==> config.mk <==
export PLATFORM = sky130hd
export DESIGN_NAME = power_channel_arbiter
export DESIGN_NICKNAME = d
export VERILOG_FILES = /design/src/rtl/power_channel_arbiter.sv
export SDC_FILE = /design/constraint.sdc
export NUM_CORES = 1
export LEC_CHECK = 0
export CORE_ASPECT_RATIO = 0.7
export CORE_MARGIN = 2
export CORE_UTILIZATION = 30
export DETAILED_ROUTE_END_ITERATION = 16
export SKIP_CTS_REPAIR_TIMING = 1
export SYNTH_ARGS = -nofsm -noshare
export SYNTH_HDL_FRONTEND = slang
export SYNTH_SLANG_ARGS = --single-unit
==> constraint.sdc <==
create_clock -name clk -period 3.7 [get_ports clk]
set_input_delay 0.74 -clock clk [delete_from_list [all_inputs] [get_ports clk]]
set_output_delay 0.74 -clock clk [all_outputs]
set_load 0.01 [all_outputs]
==> src/rtl/power_channel_arbiter.sv <==
// Round-robin sharing of one fixed-latency complex-to-power unit among NCH sample streams.
// Each returned power value is re-tagged with its channel by a delay line matched to PU_LAT.

module pca_lane #(
  parameter int DW = 16
) (
  input  logic          clk,
  input  logic          rst,
  input  logic          vld,
  input  logic          gnt,
  input  logic [DW-1:0] re,
  input  logic [DW-1:0] im,
  output logic          pend,
  output logic [DW-1:0] hold_re,
  output logic [DW-1:0] hold_im,
  output logic          ovf_set
);
  // A granted slot can accept a new sample in the same cycle it is drained.
  logic load;
  assign load    = vld & (~pend | gnt);
  assign ovf_set = vld & pend & ~gnt;

  always_ff @(posedge clk) begin
    if (rst)       pend <= 1'b0;
    else if (load) pend <= 1'b1;
    else if (gnt)  pend <= 1'b0;
  end

  always_ff @(posedge clk) begin
    if (load) begin
      hold_re <= re;
      hold_im <= im;
    end
  end
endmodule

module power_channel_arbiter #(
  parameter int DW     = 16,
  parameter int NCH    = 4,
  parameter int PU_LAT = 2,
  parameter int CW     = $clog2(NCH)
) (
  input  logic              clk,
  input  logic              rst,
  input  logic [NCH*DW-1:0] data_i_re,
  input  logic [NCH*DW-1:0] data_i_im,
  input  logic [NCH-1:0]    valid_i,
  input  logic [NCH-1:0]    chan_en_i,
  input  logic              ovf_clr_i,
  output logic [DW-1:0]     pu_re_o,
  output logic [DW-1:0]     pu_im_o,
  output logic              pu_valid_o,
  input  logic [DW:0]       pu_power_i,
  output logic [DW:0]       power_o,
  output logic [CW-1:0]     chan_o,
  output logic              valid_o,
  output logic [NCH-1:0]    ovf_o
);
  localparam int STAGES = PU_LAT - 1;

  logic [NCH-1:0]         pend, gnt, ovf_set;
  logic [NCH-1:0][DW-1:0] hold_re, hold_im;
  logic                   gnt_any;
  logic [CW-1:0]          gnt_idx, last, issue_ch;
  logic [STAGES:0]        vld_pipe;
  logic [STAGES:0][CW-1:0] ch_pipe;

  for (genvar k = 0; k < NCH; k++) begin : g_lane
    pca_lane #(.DW(DW)) u_lane (
      .clk     (clk),
      .rst     (rst),
      .vld     (valid_i[k] & chan_en_i[k]),
      .gnt     (gnt[k]),
      .re      (data_i_re[k*DW +: DW]),
      .im      (data_i_im[k*DW +: DW]),
      .pend    (pend[k]),
      .hold_re (hold_re[k]),
      .hold_im (hold_im[k]),
      .ovf_set (ovf_set[k])
    );
  end

  // Search starts just after the last winner so every pending channel waits at most NCH-1 grants.
  always_comb begin
    int idx;
    idx     = 0;
    gnt_any = 1'b0;
    gnt_idx = '0;
    gnt     = '0;
    for (int i = 1; i <= NCH; i++) begin
      idx = (int'(last) + i) % NCH;
      if (!gnt_any && pend[CW'(idx)]) begin
        gnt_any = 1'b1;
        gnt_idx = CW'(idx);
      end
    end
    if (gnt_any) gnt[gnt_idx] = 1'b1;
  end

  always_ff @(posedge clk) begin
    if (rst) begin
      last       <= CW'(NCH - 1);
      pu_valid_o <= 1'b0;
      pu_re_o    <= '0;
      pu_im_o    <= '0;
      issue_ch   <= '0;
    end else begin
      pu_valid_o <= gnt_any;
      if (gnt_any) begin
        last     <= gnt_idx;
        pu_re_o  <= hold_re[gnt_idx];
        pu_im_o  <= hold_im[gnt_idx];
        issue_ch <= gnt_idx;
      end
    end
  end

  always_ff @(posedge clk) begin
    if (rst) begin
      vld_pipe <= '0;
      ch_pipe  <= '0;
      valid_o  <= 1'b0;
      power_o  <= '0;
      chan_o   <= '0;
    end else begin
      vld_pipe[0] <= pu_valid_o;
      ch_pipe[0]  <= issue_ch;
      for (int i = 1; i <= STAGES; i++) begin
        vld_pipe[i] <= vld_pipe[i-1];
        ch_pipe[i]  <= ch_pipe[i-1];
      end
      valid_o <= vld_pipe[STAGES];
      if (vld_pipe[STAGES]) begin
        power_o <= pu_power_i;
        chan_o  <= ch_pipe[STAGES];
      end
    end
  end

  // A fresh overflow beats a simultaneous clear.
  always_ff @(posedge clk) begin
    if (rst) ovf_o <= '0;
    else     ovf_o <= (ovf_o & ~{NCH{ovf_clr_i}}) | ovf_set;
  end
endmodule

==> flow_summary.rst, run 1 <==
.. list-table::
   :header-rows: 1

   * - Metric
     - Value
   * - CP Cell Sequence
     - o21ai_0 > o221ai_1 > nand3_1 > a21oi_4 > buf_12
   * - Measured slew at the worst slew-check pin
     - between 1000 and 1500 ps
   * - Worst hold margin
     - 450 ps
   * - Top cells by area, synth
     - sky130_fd_sc_hd__edfxtp_1 (54%), sky130_fd_sc_hd__dfxtp_1 (20%), sky130_fd_sc_hd__mux2i_1 (12%), sky130_fd_sc_hd__o221ai_1 (4.0%), sky130_fd_sc_hd__nand2_1 (2.2%)
   * - RSZ-0062 raised after global routing
     - no
   * - Ratio of final minimum period to clock period
     - between 70 and 80%
   * - Worst slack at placement
     - ~900 ps
   * - Num Clock Sinks
     - roughly 200
   * - Run status
     - finished clean
   * - Post-detailed-placement cell area
     - 9650 um2
   * - Boundary pin count
     - 213
   * - Maximum number of pins on one net before global-route repair
     - 44
   * - Min Tclk post-route
     - 2820 ps
   * - # setup viols final
     - 0
   * - Switching fraction of total power
     - a little under a quarter
   * - Clock buffer depth
     - 2
   * - Seq. cell area
     - 5270 um2
   * - Synthesized net count
     - 610
   * - Ratio of cells with drive above 1 in the final layout
     - 7.05%
   * - Port buffer count
     - 212
   * - Number of max-cap violations
     - 0
   * - Leakage power total
     - 3.50 nW
   * - Clock share of power
     - 36.5%
   * - Biggest cell delay along the critical path
     - 700 ps
   * - Worst EP required
     - 3840 ps
   * - Buf/Inv on CP
     - 1
   * - Top routing layer in use
     - met5
   * - Area of the core
     - around 24,000 um2
   * - Synth unique cells
     - 36
   * - TritonCTS clock tree
     - built
   * - Inserted Diodes
     - 0
   * - First-pass GRT wire length
     - roughly 27,000 um
   * - Wire length on met1
     - 8060 um
   * - Placer's final routability congestion estimate
     - 0.805
   * - Internal Power
     - 0.00411 W
   * - Count of flip-flops with a built-in enable after synthesis
     - 128
   * - Combined global-route utilization of all metal layers
     - between 10 and 15%
   * - NumNets Final
     - 824
   * - Max frequency
     - about 350 MHz
   * - Crit path DAT
     - roughly 3000 ps
   * - WL met3
     - 1270 um
   * - Library cell with the largest summed area after synthesis
     - sky130_fd_sc_hd__edfxtp_1
   * - Setup ws final
     - 882 ps
   * - Area of the die
     - 25,100 um2
   * - Area added between synthesis and finish
     - 43.8%
   * - Top post-synthesis cells by count
     - sky130_fd_sc_hd__edfxtp_1 (128), sky130_fd_sc_hd__mux2i_1 (83), sky130_fd_sc_hd__dfxtp_1 (71)
   * - Synthesis-stage register bit count
     - 199
   * - Final core utilization
     - between 40% and 50%
   * - Sequential element share of the synthesized area
     - 73.7%
   * - Critical Setup Path Class
     - reg2reg
   * - Cell area power density
     - approximately 520 nW/um2
   * - Initial core utilization
     - a little under a third
   * - Overflow left after global routing
     - 0
   * - Detail Route Antenna Nets
     - 0
   * - Cell family with the largest share of critical-path delay
     - compound AO/OA/AOI/OAI gates
   * - Crit end category
     - flip-flop
   * - TritonCTS buffer count
     - 17
   * - Startpoint kind of the worst setup timing path
     - flip-flop
   * - Detailed placement HPWL
     - roughly 12,000 um
   * - Antenna violations before repair
     - 1
   * - Total net switching power
     - about 0.0013 W
   * - CP Max Fanout
     - 17
   * - Area taken by multi-input logic gates
     - 1770 um2
   * - Top-area cell type share of the netlist area
     - a little over half
   * - Die width
     - 188 um
   * - Number of standard cells after synthesis
     - 454
   * - Count of synthesis-stage warnings from yosys
     - 0
   * - Number of pins with negative max-slew slack in the final report
     - 0
   * - CTS clock-pin slew for the worst setup and hold paths
     - 70 ps
   * - Predominant post-synthesis flop cell
     - sky130_fd_sc_hd__edfxtp_1
   * - Share of total power in sequential cells
     - 48.9%
   * - Placement row count
     - 47
   * - Count of H-tree levels built during CTS
     - 4
   * - Post-route cell area
     - 10,300 um2
   * - Fin Setup TNS
     - 0 ps
   * - Remaining routing DRC violations
     - 0
   * - Synthesized area
     - 7150 um2
   * - Fraction of registers with async set or reset after synthesis
     - 0%
   * - Via count of the routed design
     - 4,513
   * - Filler Cells Inserted
     - roughly 2,100
   * - Average footprint of a synthesized cell
     - 15.7 um2
   * - Worst IR drop on VDD
     - 0.305 mV
   * - Met2 WL post-DR
     - 8090 um
   * - Slowest cell on crit path
     - sky130_fd_sc_hd__a21oi_4
   * - Vias in the first global route
     - 4,729
   * - Clock root buffer master
     - sky130_fd_sc_hd__clkbuf_16
   * - Worst min-delay path category
     - reg2reg
   * - Skew final
     - 8.77 ps
   * - Hold violation total from the final report
     - 0
   * - Top-count cell post-synth
     - sky130_fd_sc_hd__edfxtp_1
   * - Wire length after detailed routing
     - 17,700 um
   * - Final routed wire length divided by cell count
     - 17.7 um
   * - Tightest slew margin relative to the limit
     - a little under a quarter
   * - Die height
     - about 130 um
   * - Insertion delay to the later sink of the worst-skew pair
     - around 440 ps
   * - Initial DRT Pass Iterations
     - 4
   * - Iteration-0 DRC count of the detailed router
     - 190
   * - Part of the power in combinational logic
     - 14.6%
   * - Detailed-route vias per instance
     - 4.52
## stage by stage
step,total power (W),instances
final,0.00538,999
after global placement,0.00346,967
after CTS,0.00545,999
after floorplan,0.00304,454
after detailed placement,0.00347,967
after global routing,0.00560,999
## per-layer routing
metal | track usage (%) | vias up
li1 | - | 2166
met1 | 19.0 | 2161
met2 | 22.8 | 161
met3 | 4.69 | 23
met4 | 4.82 | 2
met5 | 0 | -
## final timing paths
path | start | end | slack (ps) | cells past startpoint
worst max-delay path | g_lane[1].u_lane.pend$_SDFFE_PP0P_ | g_lane[0].u_lane.hold_im[12]$_DFFE_PP_ | 880 | 5
worst min-delay path | vld_pipe[0]$_SDFF_PP0_ | vld_pipe[1]$_SDFF_PP0_ | 450 | 1
worst max register to register | g_lane[1].u_lane.pend$_SDFFE_PP0P_ | g_lane[0].u_lane.hold_im[12]$_DFFE_PP_ | 880 | 5
worst min register to register | vld_pipe[0]$_SDFF_PP0_ | vld_pipe[1]$_SDFF_PP0_ | 450 | 1
## sequential cells by signal, summed over array words and instances, names as in the netlist
name	cells
g_lane.u_lane.hold_im	64
g_lane.u_lane.hold_re	64
power_o	17
pu_im_o	16
pu_re_o	16
ch_pipe	4
g_lane.u_lane.pend	4
ovf_o	4
chan_o	2
issue_ch	2
last	2
vld_pipe	2
pu_valid_o	1
valid_o	1
## cell type report
cell class | instances | share of cell area [%]
sequential | 199 | 51.2
timing repair buffer | 220 | 21.6
multi-input combinational | 229 | 17.2
clock buffer | 17 | 4.14
tap | 318 | 3.87
clock inverter | 15 | 1.95
inverter | 1 | 0.0365
## power by group through the flow
stage	Combinational, W	Sequential, W	Clock [W]
CTS	0.000803	0.00263	0.00201
floorplan	0.000350	0.00269	0
global route	0.000848	0.00265	0.00210
finish	0.000787	0.00263	0.00196
global placement	0.000783	0.00268	0
detailed placement	0.000799	0.00268	0
## placed cells by master (no fill, tap or decap), drive strengths merged, types with 2 or more instances in the layout
| cell | synthesis | final |
|---|---|---|
| a21oi | 10 | 10 |
| buf | 13 | 8 |
| bufinv | 0 | 4 |
| clkbuf | 12 | 17 |
| clkdlybuf4s50 | 0 | 212 |
| clkinv | 0 | 5 |
| clkinvlp | 0 | 2 |
| dfxtp | 71 | 71 |
| edfxtp | 128 | 128 |
| inv | 1 | 5 |
| mux2i | 83 | 83 |
| nand2 | 41 | 41 |
| nand2b | 3 | 3 |
| nand3 | 2 | 2 |
| nor2 | 21 | 21 |
| nor2b | 11 | 11 |
| o21ai | 5 | 5 |
| o221ai | 33 | 33 |
| o22ai | 3 | 3 |
| o32ai | 2 | 2 |
| or3b | 2 | 2 |
## kinds of logic after synthesis
group | share of synthesized area (%)
AND/OR/NAND/NOR | 5.43
multiplexers | 11.6
flip-flops | 73.7
AO/OA/AOI/OAI | 6.62
buffers and inverters | 2.64
No activity file was read; power rests on OpenSTA's default activity.
==> inputs of run 2 (changes only) <==
clock period = 2.5 ns   (was 3.7 ns; I/O delays follow)
==> run 2 against run 1 <==
Die area is the same. Cell count grew 0.50%. Worst hold slack lost 3.8 ps. Sequential power grew 48%. Non-clock buffer count grew 5. Register-to-register slack lost 650 ps. Setup slack lost 650 ps. Count of clock-buffer cells in the layout grew 5. Utilization is essentially flat. Combinational power grew 54%. Global-route usage grew 0.083 points. Clock skew grew 2.5 ps. Highest routed layer is now met4.
==> flow_summary.rst, run 2 (synthesis gave the netlist of run 1 again) <==
.. list-table::
   :header-rows: 1

   * - Metric
     - Value
   * - RSZ-0062 raised after global routing
     - no
   * - NumNets Final
     - 829 (+0.61%)
   * - Ratio of cells with drive above 1 in the final layout
     - 7.43% (+0.39 points)
   * - Die width
     - 188 um (unchanged)
   * - CTS clock-pin slew for the worst setup and hold paths
     - 70 ps (about the same)
   * - Biggest cell delay along the critical path
     - 830 ps (+130 ps)
   * - Power after layout
     - 0.00768 W (+43%)
   * - Top routing layer in use
     - met4
   * - Met2 WL post-DR
     - 8180 um (+1.1%)
   * - Clock buffer depth
     - 2 (unchanged)
   * - Instance count after placement with tap cells included
     - 972 (+0.52%)
   * - Crit path DAT
     - 2520 ps (-440 ps)
   * - Most common cell after layout, fill and taps aside
     - sky130_fd_sc_hd__clkdlybuf4s50_1
   * - Final cell count without fillers
     - 1,004 (+0.50%)
   * - Num Clock Sinks
     - 199 (unchanged)
   * - Wire length on met1
     - 8260 um (+2.5%)
   * - Min Tclk post-route
     - 2270 ps (-547 ps)
   * - TritonCTS buffer count
     - 17 (unchanged)
   * - Max frequency
     - 440 MHz (+24%)
   * - Number of max-cap violations
     - 0 (unchanged)
   * - CP Cell Sequence
     - and2b_1 > o21a_1 > o21ai_4 > o221ai_1
   * - Final routed wire length divided by cell count
     - 17.9 um (+1.4%)
   * - Overflow left after global routing
     - 0 (unchanged)
   * - Measured slew at the worst slew-check pin
     - 1020 ps (-132 ps)
   * - TritonCTS clock tree
     - built
   * - Area added between synthesis and finish
     - 43.8% (about the same)
   * - Worst slack at placement
     - 210 ps (-689 ps)
   * - Detailed-route vias per instance
     - 4.55 (+0.69%)
   * - Antenna violations before repair
     - 0 (-1)
   * - Count of H-tree levels built during CTS
     - 4 (unchanged)
   * - Leading registers by flop count
     - g_lane.u_lane.hold_im x64, g_lane.u_lane.hold_re x64, power_o x17
   * - Slowest cell on crit path
     - sky130_fd_sc_hd__o21ai_4
   * - WL met3
     - 1420 um (+12%)
   * - Skew final
     - 11.3 ps (+2.54 ps)
   * - Fin Setup TNS
     - 0 ps (unchanged)
   * - Area of the core
     - 23,500 um2 (unchanged)
   * - Number of pins with negative max-slew slack in the final report
     - 0 (unchanged)
   * - First-pass GRT wire length
     - 27,100 um (-0.13%)
   * - Via count of the routed design
     - 4,567 (+1.2%)
   * - Startpoint kind of the worst setup timing path
     - flip-flop
   * - Detail Route Antenna Nets
     - 0 (unchanged)
   * - Area of the die
     - 25,100 um2 (unchanged)
   * - Highest-count cells in the layout ignoring fill and taps
     - sky130_fd_sc_hd__clkdlybuf4s50_1 (212), sky130_fd_sc_hd__edfxtp_1 (128), sky130_fd_sc_hd__mux2i_1 (83)
   * - Maximum number of pins on one net before global-route repair
     - 53 (+20%)
   * - Initial core utilization
     - 30.4% (unchanged)
   * - Ratio of final minimum period to clock period
     - 90.8% (+15 points)
   * - # setup viols final
     - 0 (unchanged)
   * - Hold violation total from the final report
     - 0 (unchanged)
   * - Die height
     - 133 um (unchanged)
   * - Crit end category
     - flip-flop
   * - Tightest slew margin relative to the limit
     - 31.6% (+8.6 points)
   * - Setup ws final
     - 229 ps (-653 ps)
   * - Placer's final routability congestion estimate
     - 0.752 (-6.6%)
   * - Detailed placement HPWL
     - 12,300 um (+1.7%)
   * - Critical Setup Path Class
     - reg2reg
   * - Worst min-delay path category
     - reg2reg
   * - Remaining routing DRC violations
     - 0 (unchanged)
   * - Initial DRT Pass Iterations
     - 5 (+1)
   * - Inserted Diodes
     - 0 (unchanged)
   * - Wire length after detailed routing
     - 18,000 um (+2.0%)
   * - Vias in the first global route
     - 4,704 (-0.53%)
   * - Boundary pin count
     - 213 (unchanged)
   * - Leakage power total
     - 3.50 nW (-0.13%)
   * - Iteration-0 DRC count of the detailed router
     - 224 (+18%)
   * - Combined global-route utilization of all metal layers
     - 14.6% (+0.083 points)
   * - Run status
     - finished clean
   * - CP Max Fanout
     - 32 (+15)
   * - Insertion delay to the later sink of the worst-skew pair
     - 430 ps (about the same)
   * - Placement row count
     - 47 (unchanged)
   * - Worst IR drop on VDD
     - 0.447 mV (+47%)
   * - Worst EP required
     - 2750 ps (-1090 ps)
   * - Clock root buffer master
     - sky130_fd_sc_hd__clkbuf_16
   * - Reg-to-reg setup timing slack
     - 230 ps (-650 ps)
   * - Port buffer count
     - 212 (unchanged)
   * - Cell area power density
     - 748 nW/um2 (+43%)
[run 2: area by class of cell]
type / count / area, um2
Tap cell: 318 / 398
Timing Repair Buffer: 225 / 2280
Fill cell: 2085 / 13300
Inverter: 1 / 3.75
Sequential cell: 199 / 5270
Clock inverter: 10 / 97.6
Multi-Input combinational cell: 229 / 1770
Clock buffer: 22 / 454
[run 2: path summary, 6_finish.rpt]
| path | startpoint | endpoint | cells after the start |
|---|---|---|---|
| max | g_lane[3].u_lane.pend$_SDFFE_PP0P_ | pu_re_o[1]$_SDFFE_PP0P_ | 4 |
| min | ch_pipe[0]$_SDFF_PP0_ | ch_pipe[2]$_SDFF_PP0_ | 1 |
| max reg2reg | g_lane[3].u_lane.pend$_SDFFE_PP0P_ | pu_re_o[1]$_SDFFE_PP0P_ | 4 |
| min reg2reg | ch_pipe[0]$_SDFF_PP0_ | ch_pipe[2]$_SDFF_PP0_ | 1 |
[run 2: per-layer routing]
metal	GRT usage, %	vias up
li1	-	2176
met1	20.0	2190
met2	22.2	186
met3	4.56	15
met4	4.21	0
met5	0	-
[run 2: worst max-delay path, delay by kind of cell, from the launching register on]
family / cells / cell delay [ps]
AO/OA/AOI/OAI: 3 / 1350
AND/OR/NAND/NOR: 1 / 300
flip-flops: 1 / 440
[run 2: report_power, final]
group | leakage (nW) | internal [W] | switching, W
combinational | 1.46 | 0.000662 | 0.000547
clock | 0.259 | 0.00141 | 0.00118
sequential | 1.78 | 0.00376 | 0.000128
[run 2: metrics by stage]
stage / utilization [%] / hold WS (ps) / cell area, um2
2_1_floorplan: - / 414 / 7190
3_3_place_gp: 41.3 / 425 / 9710
3_5_place_dp: 41.3 / 423 / 9710
4_1_cts: 43.6 / 452 / 10300
5_1_grt: 43.7 / 463 / 10300
6_report: 43.7 / 446 / 10300
